### src/rtl/wb_pkg.sv
// wb_pkg: shared writeback entry type, source enum and default sizing for wb_arbiter
package wb_pkg;
  typedef struct packed {
    logic [4:0]  rd;
    logic [31:0] data;
  } wb_entry_t;
  typedef enum logic {SRC_ALU, SRC_MEM} wb_src_e;
  localparam int DEF_DEPTH = 2;
  localparam int DEF_STARVE_LIMIT = 4;
endpackage

### src/rtl/wb_fifo.sv
// wb_fifo: power-of-two writeback entry buffer; WB_FWD_EN exposes storage and head for forwarding search
module wb_fifo
  import wb_pkg::*;
#(
  parameter int DEPTH = DEF_DEPTH
) (
  input  logic                     clk,
  input  logic                     reset,
  input  logic                     push,
  input  wb_entry_t                pushData,
  input  logic                     pop,
`ifdef WB_FWD_EN
  output wb_entry_t [DEPTH-1:0]    slots,
  output logic [$clog2(DEPTH)-1:0] head,
`endif
  output logic [$clog2(DEPTH):0]   count,
  output wb_entry_t                peek
);
  localparam int AW = $clog2(DEPTH);
  wb_entry_t [DEPTH-1:0] mem;
  logic [AW-1:0] wrPtr, rdPtr;
  assign peek = mem[rdPtr];
`ifdef WB_FWD_EN
  assign slots = mem;
  assign head = rdPtr;
`endif
  always_ff @(posedge clk)
    if (push) mem[wrPtr] <= pushData;
  // pointers wrap naturally because DEPTH is a power of two
  always_ff @(posedge clk or posedge reset)
    if (reset) begin
      wrPtr <= '0;
      rdPtr <= '0;
      count <= '0;
    end else begin
      wrPtr <= wrPtr + AW'(push);
      rdPtr <= rdPtr + AW'(pop);
      count <= count + (AW+1)'(push) - (AW+1)'(pop);
    end
endmodule

### src/rtl/wb_arbiter.sv
// wb_arbiter: ALU/load writeback arbiter with MEM priority and ALU starvation guard; WB_FWD_EN adds a forwarding search
module wb_arbiter
  import wb_pkg::*;
#(
  parameter int DEPTH = DEF_DEPTH,
  parameter int STARVE_LIMIT = DEF_STARVE_LIMIT
) (
  input  logic        clk,
  input  logic        reset,
  input  logic        alu_valid,
  input  logic [4:0]  alu_rd,
  input  logic [31:0] alu_data,
  output logic        alu_ready,
  input  logic        mem_valid,
  input  logic [4:0]  mem_rd,
  input  logic [31:0] mem_data,
  output logic        mem_ready,
`ifdef WB_FWD_EN
  input  logic [4:0]  fwd_addr,
  output logic        fwd_hit,
  output logic [31:0] fwd_data,
`endif
  output logic        regWrite,
  output logic [4:0]  writeAddr,
  output logic [31:0] writeData
);
  localparam int AW = $clog2(DEPTH);
  localparam int SW = $clog2(STARVE_LIMIT + 1);
  localparam logic [AW:0] FULL = (AW+1)'(DEPTH);
  localparam logic [SW-1:0] LIMIT = SW'(STARVE_LIMIT);
  logic [AW:0] aluCount, memCount;
  wb_entry_t aluPeek, memPeek, winner;
  logic [SW-1:0] starve;
  logic aluWin, memWin, doWrite;
`ifdef WB_FWD_EN
  wb_entry_t [DEPTH-1:0] aluSlots, memSlots;
  logic [AW-1:0] aluHead, memHead, idx;
`endif
  assign alu_ready = !reset && aluCount < FULL;
  assign mem_ready = !reset && memCount < FULL;
  wb_fifo #(.DEPTH(DEPTH)) uAluFifo (
    .clk, .reset,
    .push(alu_valid && alu_ready),
    .pushData(wb_entry_t'{rd: alu_rd, data: alu_data}),
    .pop(aluWin),
`ifdef WB_FWD_EN
    .slots(aluSlots), .head(aluHead),
`endif
    .count(aluCount), .peek(aluPeek)
  );
  wb_fifo #(.DEPTH(DEPTH)) uMemFifo (
    .clk, .reset,
    .push(mem_valid && mem_ready),
    .pushData(wb_entry_t'{rd: mem_rd, data: mem_data}),
    .pop(memWin),
`ifdef WB_FWD_EN
    .slots(memSlots), .head(memHead),
`endif
    .count(memCount), .peek(memPeek)
  );
  always_comb begin
    aluWin = aluCount != '0 && (memCount == '0 || starve == LIMIT);
    memWin = memCount != '0 && !aluWin;
    winner = aluWin ? aluPeek : memPeek;
    doWrite = (aluWin || memWin) && winner.rd != 5'd0;
  end
  // MEM only wins against a waiting ALU while starve < LIMIT, so the increment saturates by construction
  always_ff @(posedge clk or posedge reset)
    if (reset) begin
      regWrite <= 1'b0;
      writeAddr <= '0;
      writeData <= '0;
      starve <= '0;
    end else begin
      regWrite <= doWrite;
      if (doWrite) begin
        writeAddr <= winner.rd;
        writeData <= winner.data;
      end
      starve <= (memWin && aluCount != '0) ? starve + SW'(1) : '0;
    end
`ifdef WB_FWD_EN
  // later matches override earlier ones, so scan oldest to youngest
  always_comb begin
    fwd_hit = 1'b0;
    fwd_data = '0;
    idx = '0;
    if (fwd_addr != 5'd0) begin
      if (regWrite && writeAddr == fwd_addr) begin
        fwd_hit = 1'b1;
        fwd_data = writeData;
      end
      for (int i = 0; i < DEPTH; i++) begin
        idx = memHead + AW'(i);
        if ((AW+1)'(i) < memCount && memSlots[idx].rd == fwd_addr) begin
          fwd_hit = 1'b1;
          fwd_data = memSlots[idx].data;
        end
      end
      for (int i = 0; i < DEPTH; i++) begin
        idx = aluHead + AW'(i);
        if ((AW+1)'(i) < aluCount && aluSlots[idx].rd == fwd_addr) begin
          fwd_hit = 1'b1;
          fwd_data = aluSlots[idx].data;
        end
      end
    end
  end
`endif
endmodule

### config.mk
export PLATFORM = sky130hd
export DESIGN_NAME = wb_arbiter
export DESIGN_NICKNAME = d
export VERILOG_FILES = /design/src/rtl/wb_pkg.sv /design/src/rtl/wb_fifo.sv /design/src/rtl/wb_arbiter.sv
export SDC_FILE = /design/constraint.sdc
export NUM_CORES = 1
export LEC_CHECK = 0
export CORE_ASPECT_RATIO = 1.25
export CORE_MARGIN = 3
export CORE_UTILIZATION = 58
export CTS_CLUSTER_DIAMETER = 60
export DETAILED_ROUTE_END_ITERATION = 12
export GPL_TIMING_DRIVEN = 0
export PLACE_DENSITY_LB_ADDON = 0.15
export SETUP_SLACK_MARGIN = 0.3
export SYNTH_ARGS = -nofsm -noshare
export SYNTH_HDL_FRONTEND = slang
export SYNTH_HIERARCHICAL = 1
export SYNTH_SLANG_ARGS = --single-unit
### constraint.sdc
create_clock -name clk -period 6.2 [get_ports clk]
set_input_delay 1.24 -clock clk [delete_from_list [all_inputs] [get_ports clk]]
set_output_delay 1.24 -clock clk [all_outputs]
set_load 0.02 [all_outputs]
==> results of run 1 <==
[worst max-delay path, cell delays in order]
cell and delay [ps]:
clkdlybuf4s50_1 500, nor2_1 170, clkdlybuf4s50_1 620
[per-layer routing]
metal | GRT usage (%) | up-vias | share of wire, %
li1 | - | 2128 | -
met2 | 38.70 | 139 | 54
met1 | 26.47 | 2262 | 40
met4 | 6.772 | 0 | 1.2
met5 | 0 | - | 0
met3 | 4.538 | 18 | 4.7
[per-stage QoR]
stage / util (%) / power (mW) / worst slack, ps / hold slack (ps)
2_1_floorplan: - / 3.180 / 3043 / 428.7
3_3_place_gp: 69.73 / 3.749 / 2131 / 442.2
3_5_place_dp: 70.74 / 3.848 / 2437 / 459.0
4_1_cts: 74.87 / 4.942 / 2423 / 468.3
5_1_grt: 74.87 / 5.151 / 2356 / 483.8
6_report: 74.87 / 4.894 / 2432 / 466.3
[kinds of logic after synthesis]
logic type | share of synthesized area [%]
flip-flops | 67.76
adder cells (fa/ha/maj) | 1.495
XOR/XNOR | 0.8823
AND/OR/NAND/NOR | 2.976
AO/OA/AOI/OAI | 6.519
multiplexers | 15.71
buffers and inverters | 4.650
[worst max path at each step]
stage	start	end	slack, ps	depth (start not counted)
4_1_cts	reset	alu_ready	2420	3
2_1_floorplan	reset	uMemFifo/mem[0]	3040	3
3_5_place_dp	reset	alu_ready	2440	3
3_3_place_gp	reset	uAluFifo/mem[2]	2130	4
5_1_grt	reset	mem_ready	2360	3
6_report	reset	alu_ready	2430	3
[cell type report]
| type | instances | area (um^2) | share of cell area [%] |
|---|---|---|---|
| clock inverters | 14 | 138.9 | 1.326 |
| inverters | 51 | 193.9 | 1.851 |
| multi-input cells | 222 | 2318 | 22.13 |
| plain buffers | 22 | 195.2 | 1.863 |
| clock buffers | 18 | 439.2 | 4.192 |
| well taps | 175 | 219.0 | 2.090 |
| repair buffers | 122 | 1301 | 12.42 |
| flip-flops and latches | 197 | 5670 | 54.13 |
[sequential cells by signal, indices dropped and copies added, names as in the netlist, 2 cells and up]
name            count
uMemFifo/mem       74
writeAddr           5
writeData          32
uAluFifo/count      2
uMemFifo/count      2
uAluFifo/mem       74
starve              3
[synthesized netlist by cell type, types with 5 or more instances]
library cell	number
edfxtp_1	148
inv_1	50
dfrtp_1	49
mux2_4	40
nor2_1	38
mux2_2	35
mux2i_1	32
a221oi_2	20
a221oi_1	12
buf_6	10
ha_1	10
buf_2	6
a21oi_1	5
[cells in the final DEF, fill, tap and decap left out, drive strengths merged, types with 3 or more instances in the layout]
master / Yosys / layout
clkbuf: 2 / 20
clkdlybuf4s50: 0 / 117
clkinv: 0 / 4
mux2i: 32 / 32
nor3: 4 / 4
o32ai: 4 / 4
a21oi: 5 / 5
edfxtp: 148 / 148
nor2: 39 / 39
a221oi: 32 / 32
inv: 51 / 58
dfrtp: 49 / 49
nand2: 3 / 3
ha: 10 / 10
mux2: 75 / 75
buf: 20 / 25
[report_power, final]
| group | switching, mW | internal [mW] |
|---|---|---|
| sequential | 0.167 | 1.70 |
| combinational | 1.00 | 0.946 |
| clock | 0.498 | 0.577 |
| total | 1.67 | 3.23 |
==> impl_metrics.ini, run 1 <==
[yosys]
syn_inst = 492
yosysWarnings = 6
synth-async-reset-ratio_pct = 24.87
syn-num-nets = 580
syn_area_per_cell_um2 = 17.01
ys.flop_type = edfxtp_1
synth-edff-count = 148
ys_seq_area_share_pct = 67.76
synth_top_area_cell = edfxtp_1
syn_area_um2 = 8368
synth_seq_cells = 197
synth.distinct_cells = 36
synthTopCellsByArea = edfxtp_1 53%, dfrtp_1 15%, mux2_4 7.2%, mux2_2 4.7%, mux2i_1 3.8%
synth_top_area_share_pct = 53.11

[timing]
skew_ps = 10.40
hold_viol = 0
relSlewSlack_pct = 45.49
worst_pin_slew_ps = 817.7
fmax_mhz = 265.4
grt_setup_unrepaired = no
min_period_ps = 3768
fin_tns_setup_ps = 0
final_max_slew_viol_count = 0
timing.final.crit_share_pct = 60.77
finalSetupViolations = 0

[setup_path]
rrSetupSlack_ps = 3250
rr_worst_depth = 8
r2r_start = uMemFifo/rdPtr
reg2reg_to = writeData[0]
end_kind = primary output
cp-start-kind = input port
crit_fanout = 5
critical_path_class = input port to primary output
worst_ep_arrival_time_ps = 2530
required_ps = 4960

[clock_network]
hold_buffers = 0
root_buffer = clkbuf_16
path_clk_slew_ps = 70
cts_htree_levels = 4
clk_latency_ps = 420
cts_buffers = 17
cts_resized = 0
cts_max_path_buffers = 2
cts_tree = yes
cts_setup_buffers = 0
cts.sinks = 197

[min_path]
holdPathEnd = starve[0]
hold_path.startpoint = starve[0]
worstHoldPathType = flop to flop
min_path_cells = 1

[final_layout]
stdcell_area_um2 = 10480
area_growth_pct = 25.19
layout.nets = 721
n_fill_cell = 893
final_cells = 821
num_antenna_cells = 0
drive_above_1_share_pct = 25.23

[pwr]
max-vdd-ir-drop_mv = 0.2360
power_density_nw_per_um2 = 467.1
leakage_nw = 4.000

[grt]
antenna_found_initial = 0
grt_max_degree = 28
grt_pass1_wl_um = 26240
grt_pass1_vias = 5013
grt_usage_pct = 21.72
grt_overflow = 0

[place]
dp_cells = 789
dp_hpwl_um = 11490
place_area_um2 = 9898
io_buffer_count = 117
place_congestion = 0.8042

[floorplanning]
rows = 48
io_pins = 118
placeableCoreArea_um2 = 13990
die-width_um = 113.4
die_y_um = 140.3
dieArea_um2 = 15910
initial_core_util_pct = 59.80

[detailed_routing]
first_pass_iters = 4
drc = 0
drtAntennaViolNets = 0
drt_wl_total_um = 16670
drtIter0Drc = 226
vias = 4547
via_per_inst = 5.538
drt-wirelength-per-cell_um = 20.30

[outcome]
status = finished, final reports clean

[flow_run]
maxCapViolations = 0
No activity file was read; power rests on OpenSTA's default activity.
==> inputs of run 2 (changes only) <==
--- a/config.mk
+++ b/config.mk
@@ -7,7 +7,7 @@
 export LEC_CHECK = 0
 export CORE_ASPECT_RATIO = 1.25
 export CORE_MARGIN = 3
-export CORE_UTILIZATION = 58
+export CORE_UTILIZATION = 49
 export CTS_CLUSTER_DIAMETER = 60
 export DETAILED_ROUTE_END_ITERATION = 12
 export GPL_TIMING_DRIVEN = 0
==> constraint.sdc (replaced) <==
create_clock -name clk -period 3.2 [get_ports clk]
set_input_delay 0.64 -clock clk [delete_from_list [all_inputs] [get_ports clk]]
set_output_delay 0.64 -clock clk [all_outputs]
set_load 0.02 [all_outputs]
==> run 2 against run 1 <==
- routed wire length shrank 0.41%
- via count barely moved
- largest power group unchanged
- critical path type is now flop to flop
- clock-buffer cell count is 1 lower
==> impl_metrics.ini, run 2 (synthesis results as in run 1) <==
[outcome]
status = finished, final reports clean

[detailed_routing]
via_per_inst = 5.248
drc = 0
drt-wirelength-per-cell_um = 19.17
vias = 4545
drtAntennaViolNets = 0
first_pass_iters = 5
drtIter0Drc = 188
drt_wl_total_um = 16600

[floorplanning]
io_pins = 118
initial_core_util_pct = 50.84
die-width_um = 122.9
rows = 52
placeableCoreArea_um2 = 16460
die_y_um = 152.1
dieArea_um2 = 18690

[timing]
hold_viol = 0
skew_ps = 8.410
fmax_mhz = 369.9
hold_ws_ps = 466.0
final_max_slew_viol_count = 0
finalSetupViolations = 0
grt_setup_unrepaired = no
worst_pin_slew_ps = 825.5
relSlewSlack_pct = 44.96
min_period_ps = 2703
timing.final.crit_share_pct = 84.48

[place]
place_congestion = 0.7780
io_buffer_count = 117
dp_cells = 830
dp_hpwl_um = 11830

[setup_path]
reg2reg_to = writeData[21]
worst_ep_arrival_time_ps = 2980
critPathCapture = writeData[21]
crit_fanout = 10
crit_start = uAluFifo/rdPtr
cp_slowest_cell = or4_1
cp_common_cell = buf_6
r2r_start = uAluFifo/rdPtr
rr_worst_depth = 9
timing.critical_path.buf_inv = 4
cp-start-kind = flop
critPathMaxStageDelay_ps = 530
cp_top_family = buffers and inverters
rrSetupSlack_ps = 500
critical_path_class = flop to flop
required_ps = 3470
path_cells = buf_6, buf_6, mux2_4, or4_1, buf_4, nor2_8, buf_6, mux2i_1, a221oi_2
crit_cells = 9
end_kind = flop

[final_layout]
layout_common_cells = 148 x edfxtp_1, 117 x clkdlybuf4s50_1, 49 x inv_1, 49 x dfrtp_1, 40 x mux2_4
final_cells = 866
ff_latch_area_um2 = 5670
num_antenna_cells = 0
n_fill_cell = 1188
area_growth_pct = 26.94
top_regs = uAluFifo/mem: 74 flops, uMemFifo/mem: 74 flops, writeData: 32 flops
layout.nets = 725
final_util_pct = 64.53
final_common_cell = edfxtp_1
drive_above_1_share_pct = 25.69
multi_input_area_um2 = 2318

[pwr]
max-vdd-ir-drop_mv = 0.5185
p_total_mw = 9.658
p_int_mw = 6.442
clkPwrFrac_pct = 23.0
power_density_nw_per_um2 = 909.2
combinationalPowerShare_pct = 39.6
pwr-share-seq_pct = 37.4
sw_frac_of_total_pct = 33.29
leakage_nw = 4.039
switchingPower_mw = 3.216

[clock_network]
path_clk_slew_ps = 70
cts_resized = 0
cts_buffers = 17
cts_max_path_buffers = 2
clk_latency_ps = 430
cts_htree_levels = 4
cts.sinks = 197
root_buffer = clkbuf_16
cts_tree = yes

[grt]
grt_max_degree = 27
grt_pass1_wl_um = 26310
grt_pass1_vias = 4981
grt_usage_pct = 18.70
antenna_found_initial = 0
grt_overflow = 0

[flow_run]
maxCapViolations = 0

[min_path]
worstHoldPathType = flop to flop
==> run 2: changes by cell type in the layout (fill, tap and decap cells not counted) <==
| cell | before | now |
|---|---|---|
| buf_12 | 1 | 3 |
| buf_4 | 2 | 4 |
| bufinv_16 | 1 | 3 |
| clkbuf_8 | 1 | 0 |
| clkinv_2 | 2 | 1 |
| clkinv_4 | 2 | 1 |
| clkinvlp_4 | 2 | 3 |
==> run 2: how the worst min path moves through the flow <==
| stage | start | endpoint | depth (start not counted) |
|---|---|---|---|
| detailed placement | starve[0] | starve[0] | 1 |
| floorplan | reset | uAluFifo/count[0] | 1 |
| global route | starve[0] | starve[0] | 1 |
| CTS | starve[0] | starve[0] | 1 |
| finish | starve[0] | starve[0] | 1 |
| global placement | starve[0] | starve[0] | 1 |
==> run 2: through the flow <==
step / worst slack (ps) / setup TNS, ps / instance area [um^2]
2_1_floorplan: 642.7 / 0 / 8368
3_3_place_gp: -276.4 / -33410 / 9809
3_5_place_dp: 357.3 / 0 / 9950
4_1_cts: 345.2 / 0 / 10570
5_1_grt: 356.7 / 0 / 10620
6_report: 496.8 / 0 / 10620
==> run 2: repair_timing <==
item,CTS,global route
hold buffers,0,0
setup buffers,0,4
endpoints found under the setup margin,0,23
==> run 2: worst reg2reg max path: stages (launching register included) <==
cell and delay [ps]:
dfrtp_1 370, buf_6 190, buf_6 230, mux2_4 330
or4_1 530, buf_4 190, nor2_8 180, buf_6 220
mux2i_1 260, a221oi_2 80
==> run 2: final cells by class <==
type	instances	share of cell area (%)
inverters	51	1.826
multi-input cells	222	21.83
flip-flops and latches	197	53.38
plain buffers	22	1.837
well taps	216	2.544
clock buffers	17	4.005
clock inverters	15	1.814
repair buffers	126	12.77
==> run 2: metal layers <==
layer / track usage (%) / part of all wire (%) / routed length (um) / up-vias
li1: - / - / - / 2133
met1: 22.19 / 40 / 6671 / 2283
met2: 32.92 / 54 / 8990 / 105
met3: 4.351 / 4.1 / 684 / 24
met4: 6.457 / 1.5 / 251 / 0
met5: 0 / 0 / 0 / -
==> run 2: power groups by stage <==
stage	Clock, mW	Combinational (mW)	Sequential [mW]
after global routing	2.37	4.16	3.68
final	2.22	3.83	3.61
after CTS	2.26	3.84	3.62
after global placement	0	3.64	3.65
after detailed placement	0	3.82	3.67
after floorplan	0	2.26	3.90
==> inputs of run 3 (changes only) <==
==> constraint.sdc (replaced) <==
create_clock -name clk -period 2.4 [get_ports clk]
set_input_delay 0.48 -clock clk [delete_from_list [all_inputs] [get_ports clk]]
set_output_delay 0.48 -clock clk [all_outputs]
set_load 0.02 [all_outputs]
==> run 3 against run 2 <==
- the flow now finishes with violations (setup timing)
- clock power is 23% higher
- clock skew is 1.8 ps lower
- clock-buffer cell count stayed put
- design area is 5.6% higher
- combinational power increased by 58%
- sequential share of layout area shrank 2.9 points
- largest power group unchanged
==> impl_metrics.ini, run 3 (synthesis results as in run 1) <==
[pwr]
leakage_nw = 4.252
pwr-share-seq_pct = 35.9
combinationalPowerShare_pct = 44.1
power_density_nw_per_um2 = 1220
switchingPower_mw = 4.651
sw_frac_of_total_pct = 33.96
clkPwrFrac_pct = 20.0
max-vdd-ir-drop_mv = 0.6125
p_int_mw = 9.043

[timing]
finalSetupViolations = 33
finalWorstSetupSlack_ps = -109.4
relSlewSlack_pct = 44.94
fmax_mhz = 398.5
worst_pin_slew_ps = 825.8
min_period_ps = 2509
timing.final.crit_share_pct = 104.6
skew_ps = 6.592
grt_setup_unrepaired = yes
hold_viol = 0
final_max_slew_viol_count = 0

[setup_path]
reg2reg_to = writeData[23]
critical_path_class = flop to flop
rr_worst_depth = 10
crit_fanout = 5
worst_ep_arrival_time_ps = 2780
end_kind = flop
rrSetupSlack_ps = -110
cp-start-kind = flop
r2r_start = uAluFifo/rdPtr
required_ps = 2670

[grt]
grt_max_degree = 38
grt_pass1_wl_um = 26970
grt_usage_pct = 19.49
grt_pass1_vias = 4984
grt_overflow = 0
antenna_found_initial = 0

[final_layout]
stdcell_area_um2 = 11220
final_common_cell = edfxtp_1
num_antenna_cells = 0
top_regs = uAluFifo/mem: 74 flops, uMemFifo/mem: 74 flops, writeData: 32 flops
layout.nets = 744
final_util_pct = 68.17
area_growth_pct = 34.11
final_cells = 885
drive_above_1_share_pct = 33.33
layout_common_cells = 148 x edfxtp_1, 115 x clkdlybuf4s50_1, 49 x inv_1, 49 x dfrtp_1, 40 x mux2_4

[floorplanning]
rows = 52
die-width_um = 122.9
io_pins = 118
die_y_um = 152.1
initial_core_util_pct = 50.84
dieArea_um2 = 18690
placeableCoreArea_um2 = 16460

[detailed_routing]
first_pass_iters = 6
drtAntennaViolNets = 0
via_per_inst = 5.272
drc = 0
drtIter0Drc = 213
vias = 4666
drt-wirelength-per-cell_um = 20.16
drt_wl_total_um = 17840

[clock_network]
cts_buffers = 17
cts_max_path_buffers = 2
clk_latency_ps = 420
cts_tree = yes
root_buffer = clkbuf_16
cts_htree_levels = 4
path_clk_slew_ps = 70
hold_buffers = 0
cts.sinks = 197

[place]
io_buffer_count = 117
dp_cells = 828
place_area_um2 = 9963
dp_hpwl_um = 11560
place_congestion = 0.7775

[outcome]
status = finished, violations left
violations = setup timing

[flow_run]
maxCapViolations = 0

[min_path]
worstHoldPathType = input port to async pin
==> run 3: cell types whose count changed in the layout (fill, tap and decap cells not counted), moves of 6 or more <==
cell	change
mux2i_2	+6
a221oi_1	-9
mux2i_4	+16
buf_12	+11
mux2i_1	-22
a221oi_2	+9
buf_4	+9
==> run 3: through the flow <==
step | TNS, ps | total power [mW] | hold slack [ps] | worst slack, ps
final | -2227 | 13.69 | 374.2 | -109.4
after floorplan | 0 | 8.367 | 246.1 | 2.720
after CTS | -3117 | 13.40 | 354.1 | -140.7
after global routing | -4598 | 14.42 | 387.4 | -173.7
after detailed placement | -42690 | 10.09 | 456.8 | -426.8
after global placement | -117590 | 9.898 | 441.9 | -922.3
==> run 3: worst max-delay path by stage <==
stage,slack [ps],end,from,cells after the start
floorplan,3,uMemFifo/mem[0],reset,3
global placement,-920,uMemFifo/mem[66],reset,4
detailed placement,-430,writeData[30],uMemFifo/rdPtr,7
CTS,-140,writeData[30],uAluFifo/rdPtr,10
global route,-170,writeData[23],uAluFifo/rdPtr,10
finish,-110,writeData[23],uAluFifo/rdPtr,10
==> run 3: area by class of cell <==
cell class / count / area [um^2]
clock inverter: 15 / 136.4
buffer: 22 / 297.8
multi-input combinational: 222 / 2694
timing repair buffer: 145 / 1534
sequential: 197 / 5670
fill: 1153 / 5239
tap: 216 / 270.3
clock buffer: 17 / 425.4
inverter: 51 / 193.9
==> run 3: repair_timing <==
item | CTS | global route
buffers inserted | 18 | 3
pin swaps | 14 | 14
gates cloned | 3 | 1
resized for setup | 41 | 41
endpoints found under the setup margin | 115 | 59
==> run 3: power by group through the flow <==
stage / Clock (mW) / Combinational (mW) / Sequential (mW)
floorplan: 0 / 3.17 / 5.20
global placement: 0 / 5.02 / 4.88
detailed placement: 0 / 5.19 / 4.90
CTS: 2.79 / 5.76 / 4.85
global route: 2.95 / 6.49 / 4.99
finish: 2.74 / 6.04 / 4.92
==> run 3: per-layer routing <==
metal / up-vias / routed length, um / GRT usage (%)
li1: 2177 / - / -
met1: 2342 / 6993 / 23.21
met2: 120 / 9688 / 34.74
met3: 27 / 800 / 3.459
met4: 0 / 358 / 7.257
met5: - / 0 / 0
==> run 3: critical path, stage by stage (launching register included) <==
cell and delay (ps):
dfrtp_1 400, buf_12 140, buf_12 120, mux2_4 300, or4_4 530, buf_6 140
nor2_8 100, buf_12 150, buf_12 140, mux2i_1 240, a221oi_2 80
